## src/rtl/divider.sv

```systemverilog
// Iterative 32-cycle restoring divider for MIPS DIV/DIVU (LO = quotient, HI = remainder).
// Optional short path for |a| < |b| is enabled by defining DIV_EARLY_EXIT_EN.
module divider #(
  parameter int WIDTH = 32
) (
  input  logic             clk,
  input  logic             rst,
  input  logic             div_en,
  input  logic             div_signed,
  input  logic             div_cancel,
  input  logic [WIDTH-1:0] a,
  input  logic [WIDTH-1:0] b,
  output logic             div_ready,
  output logic [WIDTH-1:0] quotient,
  output logic [WIDTH-1:0] remainder,
  output logic             div_busy
);

  typedef enum logic [1:0] {
    S_IDLE,
    S_RUN,
    S_DONE
  } state_t;

  localparam logic [5:0] LAST_STEP = 6'(WIDTH - 1);

  state_t           r_state;
  state_t           w_next;

  logic [WIDTH-1:0] r_a;
  logic [WIDTH-1:0] r_divisor;
  logic [WIDTH-1:0] r_q;
  logic [WIDTH-1:0] r_acc;
  logic [WIDTH-1:0] r_quot;
  logic [WIDTH-1:0] r_rem;
  logic             r_signed;
  logic             r_b_neg;
  logic             r_b_zero;
  logic [5:0]       r_cnt;

  logic             w_start;
  logic             w_early;
  logic             w_abort;
  logic             w_last;
  logic [WIDTH-1:0] w_abs_a;
  logic [WIDTH-1:0] w_abs_b;
  logic [WIDTH:0]   w_shift;
  logic [WIDTH:0]   w_trial;
  logic             w_ge;
  logic [WIDTH-1:0] w_acc_next;
  logic [WIDTH-1:0] w_q_next;
  logic             w_neg_q;
  logic             w_neg_r;
  logic [WIDTH-1:0] w_fin_q;
  logic [WIDTH-1:0] w_fin_r;

  assign w_abs_a = (div_signed && a[WIDTH-1]) ? -a : a;
  assign w_abs_b = (div_signed && b[WIDTH-1]) ? -b : b;

  assign w_start = (r_state == S_IDLE) && div_en && !div_cancel;
  assign w_abort = div_cancel || !div_en;
  assign w_last  = (r_state == S_RUN) && (r_cnt == LAST_STEP) && !w_abort;

`ifdef DIV_EARLY_EXIT_EN
  assign w_early = (b != '0) && (w_abs_a < w_abs_b);
`else
  assign w_early = 1'b0;
`endif

  // One restoring step: shift next dividend bit into the partial remainder, keep the
  // subtraction only when it does not borrow.
  assign w_shift    = {r_acc, r_q[WIDTH-1]};
  assign w_trial    = w_shift - {1'b0, r_divisor};
  assign w_ge       = !w_trial[WIDTH];
  assign w_acc_next = w_ge ? w_trial[WIDTH-1:0] : w_shift[WIDTH-1:0];
  assign w_q_next   = {r_q[WIDTH-2:0], w_ge};

  assign w_neg_q = r_signed && (r_a[WIDTH-1] ^ r_b_neg);
  assign w_neg_r = r_signed && r_a[WIDTH-1];
  // Divide-by-zero bypasses sign fix-up so the remainder is the raw dividend.
  assign w_fin_q = r_b_zero ? '1  : (w_neg_q ? -w_q_next   : w_q_next);
  assign w_fin_r = r_b_zero ? r_a : (w_neg_r ? -w_acc_next : w_acc_next);

  always_ff @(posedge clk) begin
    if (rst) begin
      r_state <= S_IDLE;
    end else begin
      r_state <= w_next;
    end
  end

  always_comb begin
    w_next = r_state;
    if (div_cancel) begin
      w_next = S_IDLE;
    end else begin
      case (r_state)
        S_IDLE: begin
          if (w_start) begin
            w_next = w_early ? S_DONE : S_RUN;
          end
        end
        S_RUN: begin
          if (!div_en) begin
            w_next = S_IDLE;
          end else if (r_cnt == LAST_STEP) begin
            w_next = S_DONE;
          end
        end
        S_DONE:  w_next = S_IDLE;
        default: w_next = S_IDLE;
      endcase
    end
  end

  always_comb begin
    div_ready = (r_state == S_DONE);
    div_busy  = (r_state == S_RUN);
  end

  always_ff @(posedge clk) begin
    if (rst) begin
      r_a       <= '0;
      r_divisor <= '0;
      r_q       <= '0;
      r_acc     <= '0;
      r_quot    <= '0;
      r_rem     <= '0;
      r_signed  <= 1'b0;
      r_b_neg   <= 1'b0;
      r_b_zero  <= 1'b0;
      r_cnt     <= '0;
    end else if (w_start) begin
      r_a       <= a;
      r_divisor <= w_abs_b;
      r_q       <= w_abs_a;
      r_acc     <= '0;
      r_signed  <= div_signed;
      r_b_neg   <= b[WIDTH-1];
      r_b_zero  <= (b == '0);
      r_cnt     <= '0;
      if (w_early) begin
        r_quot <= '0;
        r_rem  <= a;
      end
    end else if (r_state == S_RUN) begin
      r_acc <= w_acc_next;
      r_q   <= w_q_next;
      r_cnt <= r_cnt + 6'd1;
      if (w_last) begin
        r_quot <= w_fin_q;
        r_rem  <= w_fin_r;
      end
    end
  end

  assign quotient  = r_quot;
  assign remainder = r_rem;

endmodule

```

## config.mk

```make
export PLATFORM = sky130hd
export DESIGN_NAME = divider
export DESIGN_NICKNAME = d
export VERILOG_FILES = /design/src/rtl/divider.sv
export SDC_FILE = /design/constraint.sdc
export NUM_CORES = 1
export LEC_CHECK = 0
export BUFFER_PORTS_ARGS = -buffer_cell sky130_fd_sc_hd__buf_2
export CORE_MARGIN = 2
export CORE_UTILIZATION = 35
export DETAILED_ROUTE_END_ITERATION = 8
export HOLD_SLACK_MARGIN = 0.02
export SYNTH_ARGS = -nofsm -noshare
export SYNTH_HDL_FRONTEND = slang
export SYNTH_SLANG_ARGS = --single-unit
export TNS_END_PERCENT = 5
```

## constraint.sdc

```tcl
create_clock -name clk -period 5.85 [get_ports clk]
set_input_delay 0 -clock clk [delete_from_list [all_inputs] [get_ports clk]]
set_output_delay 0 -clock clk [all_outputs]
set_load 0.005 [all_outputs]
```

==> results.md, run 1 <==
- Max_cap viols: 0
- First-pass GRT wire length: 70.1 mm
- Synthesized Nets: 1886
- Drt total wl: 44.9 mm
- Worst Skew: 0.0177 ns
- Startpoint types: flop
- Synth Cell Area: 13200 um^2
- H-tree depth: 1
- Routed len/inst: 18.3 um
- Slew Limit Headroom: 28.4%
- WHS Path Cells: 5
- ANT nets after route: 0
- Via density: 5.54
- Detailed-routing wirelength on met1: 20.6 mm
- Clock buffer count from CTS: 24
- Area Growth Syn to Fin: 20.8%
- Grt total ovfl: 0
- Iter 0 DRT Violations: 1028
- Root Driver: clkbuf_16
- Crit path max fanout: 8
- Final hold slack: 0.184 ns
- Top cells by count, synth: nand2_1 (253), dfxtp_1 (203), nor2_1 (201), a21oi_1 (171), o21ai_0 (101)
- Reg2reg path depth: 22
- Least-Margin Pin Slew: 1.07 ns
- Worst Setup Path Type: reg2reg
- Max Clk Rate: 182 MHz
- Largest net degree at the start of global routing: 101
- Placed Cells: 2320
- Fin cells: 2459
- Area contributors post-synth: dfxtp_1 (31%), nand2_1 (7.2%), a21oi_1 (6.5%)
- Die height: 198 um
- Synth Warn #: 0
- Met3 routed WL: 2.31 mm
- Post-CTS setup repair buffer count: 0
- Ys flop type: dfxtp_1
- Most common cell in the netlist: nand2_1
- Synth area leader: dfxtp_1
- Maximum VDD drop: 0.000218 V
- CP max stage cell: or4_1
- Initial antenna violation count: 0
- Clk buf depth: 3
- DR vias: 13600
- DRC viols: 0
- Die W: 198 um
- Post-synth ARST share: 0%
- Final hold viol count: 0
- DP HPWL: 32.4 mm
- Ant diodes: 0
- Number of nets in the layout: 2038
- Crit path DAT: 5.94 ns
- Vias in the first global route: 12600
- Final GP Congestion: 0.898
- Post-synth EDFFs: 0
- Clock-pin slew on the worst setup and hold paths: 0.06 ns
- IO Pins: 135
- Core area: 37400 um^2
- Gate Count Post-Synth: 1779
- Yosys reg bits: 203
- Hold Path Class: in2reg
- I/O Buffers: 134
- GRT Total Usage: 22.4%
- Outcome: completed
- Fin crit share: 93.8%
- Post-route design area: 16000 um^2
- Leak Pwr: 6.13 nW
- Initial Util: 35.3%
- Total design power: 4.13 mW
- WL met2: 20.2 mm
- Synth top area share: 30.8%
- Die area: 39300 um^2
- Fraction of layout cells with a size suffix above 1: 11.9%
- Min Tclk post-route: 5.49 ns
- Fin. max-slew vios: 0
- Post-synth cell types: 84
- Row Count: 71
- Crit path cell chain: inv_1 -> ha_1 -> fa_1 -> nand2b_2 -> a211oi_4 -> o21ai_1 -> a31oi_2 -> a221o_1 -> nor2_4 -> inv_2 -> nor2_1 -> a21oi_1 -> ha_1 -> nor3b_1 -> nand2b_1 -> or4_1 -> a21oi_1 -> a21o_1 -> and3_1 -> a41oi_1 -> xor2_1 -> a221oi_1
- Placed cell area: 14200 um^2
- Max layer used: met4
- Worst path max stage delay: 0.45 ns
- Post-Route Setup TNS: 0 ns
- Clock Latency Late Sink: 0.54 ns
- PwrDens: 259 nW/um^2
- Setup Viol. Count Final: 0
- Avg Cell Area, Syn: 7.43 um^2
- Required @ worst endpoint: 6.30 ns
- Seq/Total Area, Yosys: 30.8%
- Setup repair after global routing missed its margin: no
- Worst Setup End Kind: flop
- Drt first pass iters: 5
- Clk sinks: 203
- CTS tree: built
## worst max-delay path: cells and delay by family, from the launching register on
kind	cells	cell delay (ns)
flops	1	0.38
simple gates	7	1.40
fa+ha+maj	3	0.86
buf+inv	2	0.23
xor+xnor	1	0.18
compound gates	9	2.34
## placed cells by master (no fill, tap or decap), types with 7 or more instances in the layout
cell and n:
o21ai_0 101, clkbuf_16 24, mux2i_1 27, o211ai_1 11, nor2b_1 10, and3_1 18
inv_1 55, dfxtp_1 203, nor4_1 19, a311oi_1 45, clkinv_2 7, ha_1 37
a211oi_1 66, and2_1 14, nor2_1 200, nor3_1 39, nand4_1 15, xnor2_1 70
dlygate4sd3_1 96, nand2_1 253, nand3_1 20, xor2_1 61, a21oi_1 171, a21o_1 9
or3_1 32, buf_2 133, a31oi_1 23, buf_4 18, o31ai_1 16, nand2b_1 13
## sequential cells by signal, indices dropped and copies added, names as in the netlist
name	flops
remainder	32
r_q	32
quotient	32
r_signed	1
r_state	2
r_acc	32
r_b_neg	1
r_cnt	6
r_a	32
r_b_zero	1
r_divisor	32
## cell type report
class	instances	area, um^2
Inverter	57	214
Clock buffer	30	643
Tap cell	511	639
Multi-Input combinational cell	1398	8480
Sequential cell	203	4060
Timing Repair Buffer	247	1760
Clock inverter	13	158
Fill cell	3853	21400
## worst paths after layout
path | end | slack (ns) | start
hold reg to reg | r_a[1]$_SDFFE_PP0P_ | 0.45 | r_a[1]$_SDFFE_PP0P_
hold / removal | r_divisor[31]$_SDFFE_PP0P_ | 0.18 | div_en
setup reg to reg | remainder[28]$_SDFFE_PP0P_ | 0.36 | r_q[31]$_SDFFE_PP0P_
setup / recovery | remainder[28]$_SDFFE_PP0P_ | 0.36 | r_q[31]$_SDFFE_PP0P_
## cell families (layout without fill, tap and decap cells)
family                   after synthesis  count (layout)  share of synthesized area (%)
adder cells (fa/ha/maj)               38              38                           3.66
AO/OA/AOI/OAI                        526             526                           26.1
multiplexers                          32              32                           2.47
flip-flops                           203             203                           30.8
AND/OR/NAND/NOR                      671             671                           23.1
XOR/XNOR                             131             131                           8.69
buffers and inverters                178             347                           5.26
## per-layer routing
| metal | vias to the layer above | track usage [%] |
|---|---|---|
| met4 | 0 | 8.99 |
| met2 | 433 | 36.0 |
| met5 | - | 0 |
| li1 | 6682 | - |
| met1 | 6391 | 30.5 |
| met3 | 108 | 2.42 |
## through the flow
step / setup slack, ns / util [%]
after detailed placement: 0.402 / 38.0
after global placement: 0.568 / 38.0
final: 0.362 / 42.7
after CTS: 0.370 / 42.7
after floorplan: 0.656 / -
after global routing: 0.0735 / 42.7
## power by group
group | total [mW] | switching, mW | internal, mW
clock | 1.54 | 0.627 | 0.914
sequential | 1.48 | 0.0485 | 1.43
combinational | 1.11 | 0.686 | 0.421
total | 4.13 | 1.36 | 2.77
## repair_timing
action                                  CTS  global route
gates resized for setup                   0             1
hold buffers                             96             0
endpoints found under the setup margin    0             1
endpoints found under the hold margin   107             0
(Power assumes the default switching activity.)
==> run 2: changes to the inputs <==
--- a/config.mk
+++ b/config.mk
@@ -8,8 +8,10 @@
 export BUFFER_PORTS_ARGS = -buffer_cell sky130_fd_sc_hd__buf_2
 export CORE_MARGIN = 2
 export CORE_UTILIZATION = 35
+export CTS_CLUSTER_DIAMETER = 40
 export DETAILED_ROUTE_END_ITERATION = 8
 export HOLD_SLACK_MARGIN = 0.02
+export RECOVER_POWER = 100
 export SYNTH_ARGS = -nofsm -noshare
 export SYNTH_HDL_FRONTEND = slang
 export SYNTH_SLANG_ARGS = --single-unit
==> constraint.sdc (replaced) <==
create_clock -name clk -period 6.3 [get_ports clk]
set_input_delay 0 -clock clk [delete_from_list [all_inputs] [get_ports clk]]
set_output_delay 0 -clock clk [all_outputs]
set_load 0.005 [all_outputs]
==> results.md, run 2 (synthesis gave the netlist of run 1 again) <==
- Setup repair after global routing missed its margin: no (unchanged)
- CP max stage cell: or4_1 (unchanged)
- Crit path depth: 22 (unchanged)
- Crit path max fanout: 12 (was 8)
- Grt total ovfl: 0 (unchanged)
- Root Driver: clkbuf_16 (unchanged)
- Final hold viol count: 0 (unchanged)
- Maximum VDD drop: 0.000188 V (was 0.000218 V)
- DR vias: 13800 (was 13600)
- Least-Margin Pin Slew: 4.11 ns (was 1.07 ns)
- Max_cap viols: 6 (was 0)
- Total design power: 4.20 mW (was 4.13 mW)
- Routed len/inst: 18.1 um (was 18.3 um)
- Int Pwr: 2.84 mW (was 2.77 mW)
- Fin. max-slew vios: 363 (was 0)
- GRT Total Usage: 22.7% (was 22.4%)
- Crit path DAT: 6.19 ns (was 5.94 ns)
- Row Count: 71 (unchanged)
- Placed cell area: 14200 um^2 (about the same)
- First-pass GRT wire length: 71.6 mm (was 70.1 mm)
- Clk buf depth: 3 (unchanged)
- Die height: 198 um (unchanged)
- Switching part of the total: 32.4% (was 33.0%)
- CTS tree: built (unchanged)
- Initial Util: 35.3% (unchanged)
- Setup Viol. Count Final: 0 (unchanged)
- Ant diodes: 0 (unchanged)
- Delay-heaviest family, CP: compound AO/OA/AOI/OAI gates (unchanged)
- Violated checks: capacitance limit, slew limit
- Vias in the first global route: 13200 (was 12600)
- Crit path cell chain: inv_1 -> ha_1 -> fa_1 -> nand2b_2 -> a211oi_4 -> o21ai_0 -> a31oi_1 -> a221o_1 -> nor2_4 -> inv_2 -> nor2_1 -> a21oi_1 -> ha_1 -> nor3b_1 -> nand2b_1 -> or4_1 -> a21oi_1 -> a21o_1 -> and3_1 -> a41oi_1 -> xor2_1 -> a221oi_1 (was inv_1 -> ha_1 -> fa_1 -> nand2b_2 -> a211oi_4 -> o21ai_1 -> a31oi_2 -> a221o_1 -> nor2_4 -> inv_2 -> nor2_1 -> a21oi_1 -> ha_1 -> nor3b_1 -> nand2b_1 -> or4_1 -> a21oi_1 -> a21o_1 -> and3_1 -> a41oi_1 -> xor2_1 -> a221oi_1)
- Required @ worst endpoint: 6.77 ns (was 6.30 ns)
- Worst Setup Path Type: reg2reg (unchanged)
- Die area: 39300 um^2 (unchanged)
- Worst Setup End Kind: flop (unchanged)
- Worst path bufs/invs: 2 (unchanged)
- Worst path max stage delay: 0.45 ns (about the same)
- Combinational Power Share: 24.5% (was 26.8%)
- Final GP Congestion: 0.909 (was 0.898)
- PwrDens: 259 nW/um^2 (about the same)
- Clock-pin slew on the worst setup and hold paths: 0.06 ns (about the same)
- Sw Pwr: 1.36 mW (about the same)
- Fin crit share: 90.7% (was 93.8%)
- Max Clk Rate: 175 MHz (was 182 MHz)
- Number of nets in the layout: 2058 (was 2038)
- Area Growth Syn to Fin: 22.9% (was 20.8%)
- Initial antenna violation count: 1 (was 0)
- ANT nets after route: 0 (unchanged)
- Die W: 198 um (unchanged)
- Startpoint types: flop (unchanged)
- DRC viols: 0 (unchanged)
- Resize count post-CTS: 0 (unchanged)
- Clock buffer count from CTS: 31 (was 24)
- IO Pins: 135 (unchanged)
- Iter 0 DRT Violations: 1127 (was 1028)
- Worst Skew: 0.0139 ns (was 0.0177 ns)
- H-tree depth: 1 (unchanged)
- Largest net degree at the start of global routing: 101 (unchanged)
- Fraction of layout cells with a size suffix above 1: 8.76% (was 11.9%)
- Drt first pass iters: 6 (was 5)
- DP HPWL: 32.1 mm (was 32.4 mm)
- Outcome: finished, violations left (was completed)
- Clk sinks: 203 (unchanged)
- Most frequent cells in the layout: nand2_1 (253), dfxtp_1 (203), nor2_1 (201) (was nand2_1 (253), dfxtp_1 (203), nor2_1 (200))
- Drt total wl: 44.9 mm (about the same)
- WHS Path Cells: 5 (unchanged)
- Post-Route Setup TNS: 0 ns (unchanged)
- Core area: 37400 um^2 (unchanged)
- Hold Path Class: in2reg (unchanged)
- Commonest non-fill, non-tap cell in the layout: nand2_1 (unchanged)
- I/O Buffers: 134 (unchanged)
- Min Tclk post-route: 5.72 ns (was 5.49 ns)
- Leak Pwr: 6.04 nW (was 6.13 nW)
- Post-route design area: 16200 um^2 (was 16000 um^2)
- Reg2reg path depth: 22 (unchanged)
- Clock Latency Late Sink: 0.58 ns (was 0.54 ns)
- Clock power frac: 42.7% (was 37.3%)
- Flop pwr share: 32.8% (was 35.9%)
- Slew Limit Headroom: -174% (was 28.4%)
- Via density: 5.54 (about the same)
-- run 2: changes by cell type in the layout (fill, tap and decap cells not counted), sizes merged --
cell | previous run | this run
clkbuf | 30 | 103
inv | 57 | 62
buf | 151 | 84
clkinv | 9 | 8
clkinvlp | 1 | 3
dlygate4sd3 | 96 | 110
bufinv | 3 | 4
-- run 2: through the flow --
stage                     cells  setup WS [ns]  util [%]  hold WS [ns]
after global placement     2319          0.946      37.9         0.195
after detailed placement   2319          0.809      37.9         0.204
after global routing       2486          0.174      43.4         0.206
after CTS                  2486          0.748      43.8         0.155
final                      2486          0.583      43.4         0.143
after floorplan            1779           1.11         -        0.0793
-- run 2: final timing paths --
check                       startpoint                    endpoint  slack (ns)
setup / recovery  r_q[31]$_SDFFE_PP0P_  remainder[28]$_SDFFE_PP0P_        0.58
hold / removal                  div_en  r_divisor[31]$_SDFFE_PP0P_        0.14
setup reg to reg  r_q[31]$_SDFFE_PP0P_  remainder[28]$_SDFFE_PP0P_        0.58
hold reg to reg    r_a[0]$_SDFFE_PP0P_         r_a[0]$_SDFFE_PP0P_        0.46
-- run 2: what timing repair did --
| item | in CTS | in global routing |
|---|---|---|
| hold endpoints to repair | 107 | 0 |
| hold buffers | 110 | 0 |
| buffers inserted | 0 | 0 |
| endpoints found under the setup margin | 0 | 0 |
-- run 2: cell type report --
class                   instances  area (um^2)
fillers                      3847        21200
multi-input cells            1398         8450
flip-flops and latches        203         4060
repair buffers                260         1790
clock buffers                  37          828
well taps                     511          639
clock inverters                20          253
inverters                      57          214
-- run 2: per-layer routing --
metal,up-vias,wire length [um],track usage [%]
li1,6751,-,-
met1,6520,20400,30.2
met2,393,20300,36.8
met3,103,2460,3.42
met4,0,1720,9.11
met5,-,0,0
-- run 2: power by group through the flow --
stage / logic, mW / clock network (mW) / registers, mW
finish: 1.03 / 1.79 / 1.38
global route: 1.13 / 1.86 / 1.38
CTS: 1.02 / 1.82 / 1.38
detailed placement: 0.959 / 0 / 1.40
global placement: 0.956 / 0 / 1.40
floorplan: 0.703 / 0 / 1.39
-- run 2: worst min-delay path, delay by kind of cell --
| family | cells | cell delay, ns |
|---|---|---|
| buf+inv | 1 | 0.11 |
| compound gates | 1 | 0.11 |
| simple gates | 3 | 0.46 |
==> run 3: changes to the inputs <==
--- a/config.mk
+++ b/config.mk
@@ -10,8 +10,9 @@
 export CORE_UTILIZATION = 35
 export CTS_CLUSTER_DIAMETER = 40
 export DETAILED_ROUTE_END_ITERATION = 8
+export GPL_ROUTABILITY_DRIVEN = 0
 export HOLD_SLACK_MARGIN = 0.02
-export RECOVER_POWER = 100
+export RECOVER_POWER = 50
 export SYNTH_ARGS = -nofsm -noshare
 export SYNTH_HDL_FRONTEND = slang
 export SYNTH_SLANG_ARGS = --single-unit
==> results.md, run 3 (synthesis gave the netlist of run 1 again) <==
- Fraction of layout cells with a size suffix above 1: 9.38% (was 8.76%)
- Area Growth Syn to Fin: 21.5% (was 22.9%)
- Worst Setup End Kind: flop (unchanged)
- Worst Skew: 0.0269 ns (was 0.0139 ns)
- Fin. max-slew vios: 273 (was 363)
- Number of nets in the layout: 2034 (was 2058)
- Largest net degree at the start of global routing: 95 (was 101)
- PwrDens: 260 nW/um^2 (was 259 nW/um^2)
- Row Count: 71 (unchanged)
- Clock Latency Late Sink: 0.58 ns (about the same)
- Min Tclk post-route: 5.75 ns (was 5.72 ns)
- H-tree depth: 1 (unchanged)
- Total design power: 4.18 mW (was 4.20 mW)
- Crit path DAT: 6.24 ns (was 6.19 ns)
- Hold Path Class: in2reg (unchanged)
- Required @ worst endpoint: 6.79 ns (was 6.77 ns)
- Outcome: finished, violations left (unchanged)
- FILL cells: 3805 (was 3847)
- Final hold slack: 0.127 ns (was 0.143 ns)
- Final hold viol count: 0 (unchanged)
- Core area: 37400 um^2 (unchanged)
- Die height: 198 um (unchanged)
- Ant diodes: 0 (unchanged)
- Clk sinks: 203 (unchanged)
- Clk buf depth: 3 (unchanged)
- DP HPWL: 31.7 mm (was 32.1 mm)
- DR vias: 13700 (was 13800)
- Commonest non-fill, non-tap cell in the layout: nand2_1 (unchanged)
- GRT Total Usage: 22.1% (was 22.7%)
- Crit path max fanout: 18 (was 12)
- Setup Viol. Count Final: 0 (unchanged)
- Clock-pin slew on the worst setup and hold paths: 0.06 ns (about the same)
- Root Driver: clkbuf_16 (unchanged)
- Fin crit share: 91.3% (was 90.7%)
- Via density: 5.56 (was 5.54)
- Max_cap viols: 5 (was 6)
- DRC viols: 0 (unchanged)
- Violated checks: capacitance limit, slew limit (unchanged)
- CTS tree: built (unchanged)
- Least-Margin Pin Slew: 4.10 ns (was 4.11 ns)
- Leak Pwr: 5.92 nW (was 6.04 nW)
- Placed Cells: 2318 (was 2319)
- Maximum VDD drop: 0.000232 V (was 0.000188 V)
- Startpoint types: flop (unchanged)
- Setup repair after global routing missed its margin: no (unchanged)
- Most frequent cells in the layout: nand2_1 (253), dfxtp_1 (203), nor2_1 (200) (was nand2_1 (253), dfxtp_1 (203), nor2_1 (201))
- First-pass GRT wire length: 69.8 mm (was 71.6 mm)
- IO Pins: 135 (unchanged)
- Worst Setup Path Type: reg2reg (unchanged)
- Slew Limit Headroom: -173% (was -174%)
- Iter 0 DRT Violations: 1188 (was 1127)
- Drt first pass iters: 5 (was 6)
- Grt total ovfl: 0 (unchanged)
- Routed len/inst: 18.1 um (about the same)
- Die area: 39300 um^2 (unchanged)
- Fin cells: 2461 (was 2486)
- Drt total wl: 44.5 mm (was 44.9 mm)
- Vias in the first global route: 12700 (was 13200)
- I/O Buffers: 134 (unchanged)
- Post-Route Setup TNS: 0 ns (unchanged)
- Initial Util: 35.3% (unchanged)
- Initial antenna violation count: 0 (was 1)
- Clock buffer count from CTS: 30 (was 31)
- ANT nets after route: 0 (unchanged)
- Die W: 198 um (unchanged)
- Max Clk Rate: 174 MHz (was 175 MHz)
-- run 3: changes by cell type in the layout (fill, tap and decap cells not counted), sizes merged --
cell	change
bufinv	+1
clkinvlp	+1
buf	+7
dlygate4sd3	-22
clkinv	+1
inv	-1
clkbuf	-12
-- run 3: worst max-delay path, cell delays in order (launching register included) --
cell,delay (ns)
dfxtp_1,0.37
inv_1,0.06
ha_1,0.21
fa_1,0.41
nand2b_2,0.22
a211oi_4,0.38
o21ai_1,0.23
a31oi_1,0.39
a221o_1,0.39
nor2_4,0.08
inv_2,0.29
nor2_1,0.08
a21oi_1,0.23
ha_1,0.23
nor3b_1,0.27
nand2b_1,0.11
or4_1,0.44
a21oi_1,0.23
a21o_1,0.21
and3_1,0.20
a41oi_1,0.15
xor2_1,0.19
a221oi_1,0.28
-- run 3: path summary, 6_finish.rpt --
| kind | slack (ns) | start | cells past startpoint | to |
|---|---|---|---|---|
| hold reg to reg | 0.45 | r_a[1]$_SDFFE_PP0P_ | 2 | r_a[1]$_SDFFE_PP0P_ |
| hold / removal | 0.13 | div_en | 5 | r_divisor[31]$_SDFFE_PP0P_ |
| setup reg to reg | 0.55 | r_q[31]$_SDFFE_PP0P_ | 22 | remainder[28]$_SDFFE_PP0P_ |
| setup / recovery | 0.55 | r_q[31]$_SDFFE_PP0P_ | 22 | remainder[28]$_SDFFE_PP0P_ |
-- run 3: area by class of cell --
cell class                      instances  area [um^2]  share of cell area [%]
Inverter                               57          214                    1.33
Timing Repair Buffer                  237         1580                    9.86
Clock buffer                           33          772                    4.81
Clock inverter                         22          303                    1.89
Sequential cell                       203         4060                    25.3
Multi-Input combinational cell       1398         8470                    52.8
Tap cell                              511          639                    3.99
-- run 3: stage by stage --
step | setup WS (ns) | util, % | area [um^2]
5_1_grt | 0.0771 | 42.9 | 16000
3_3_place_gp | 0.890 | 37.9 | 14200
4_1_cts | 0.615 | 43.1 | 16100
3_5_place_dp | 0.640 | 37.9 | 14200
2_1_floorplan | 1.11 | - | 13200
6_report | 0.549 | 42.9 | 16000
-- run 3: power by group --
part	switching (mW)	internal, mW
Clock	0.675	1.10
Combinational	0.631	0.387
Sequential	0.0473	1.33
Total	1.35	2.82
-- run 3: metal layers --
layer / track usage, % / share of wire [%] / up-vias
met1: 29.8 / 45 / 6443
met5: 0 / 0 / -
met4: 8.49 / 3.9 / 0
li1: - / - / 6686
met2: 35.9 / 45 / 443
met3: 2.74 / 5.7 / 107
-- run 3: timing repair --
action,4_1_cts,5_1_grt
buffers inserted,0,0
hold buffers,88,0
resized for setup,0,0
endpoints found under the hold margin,112,0
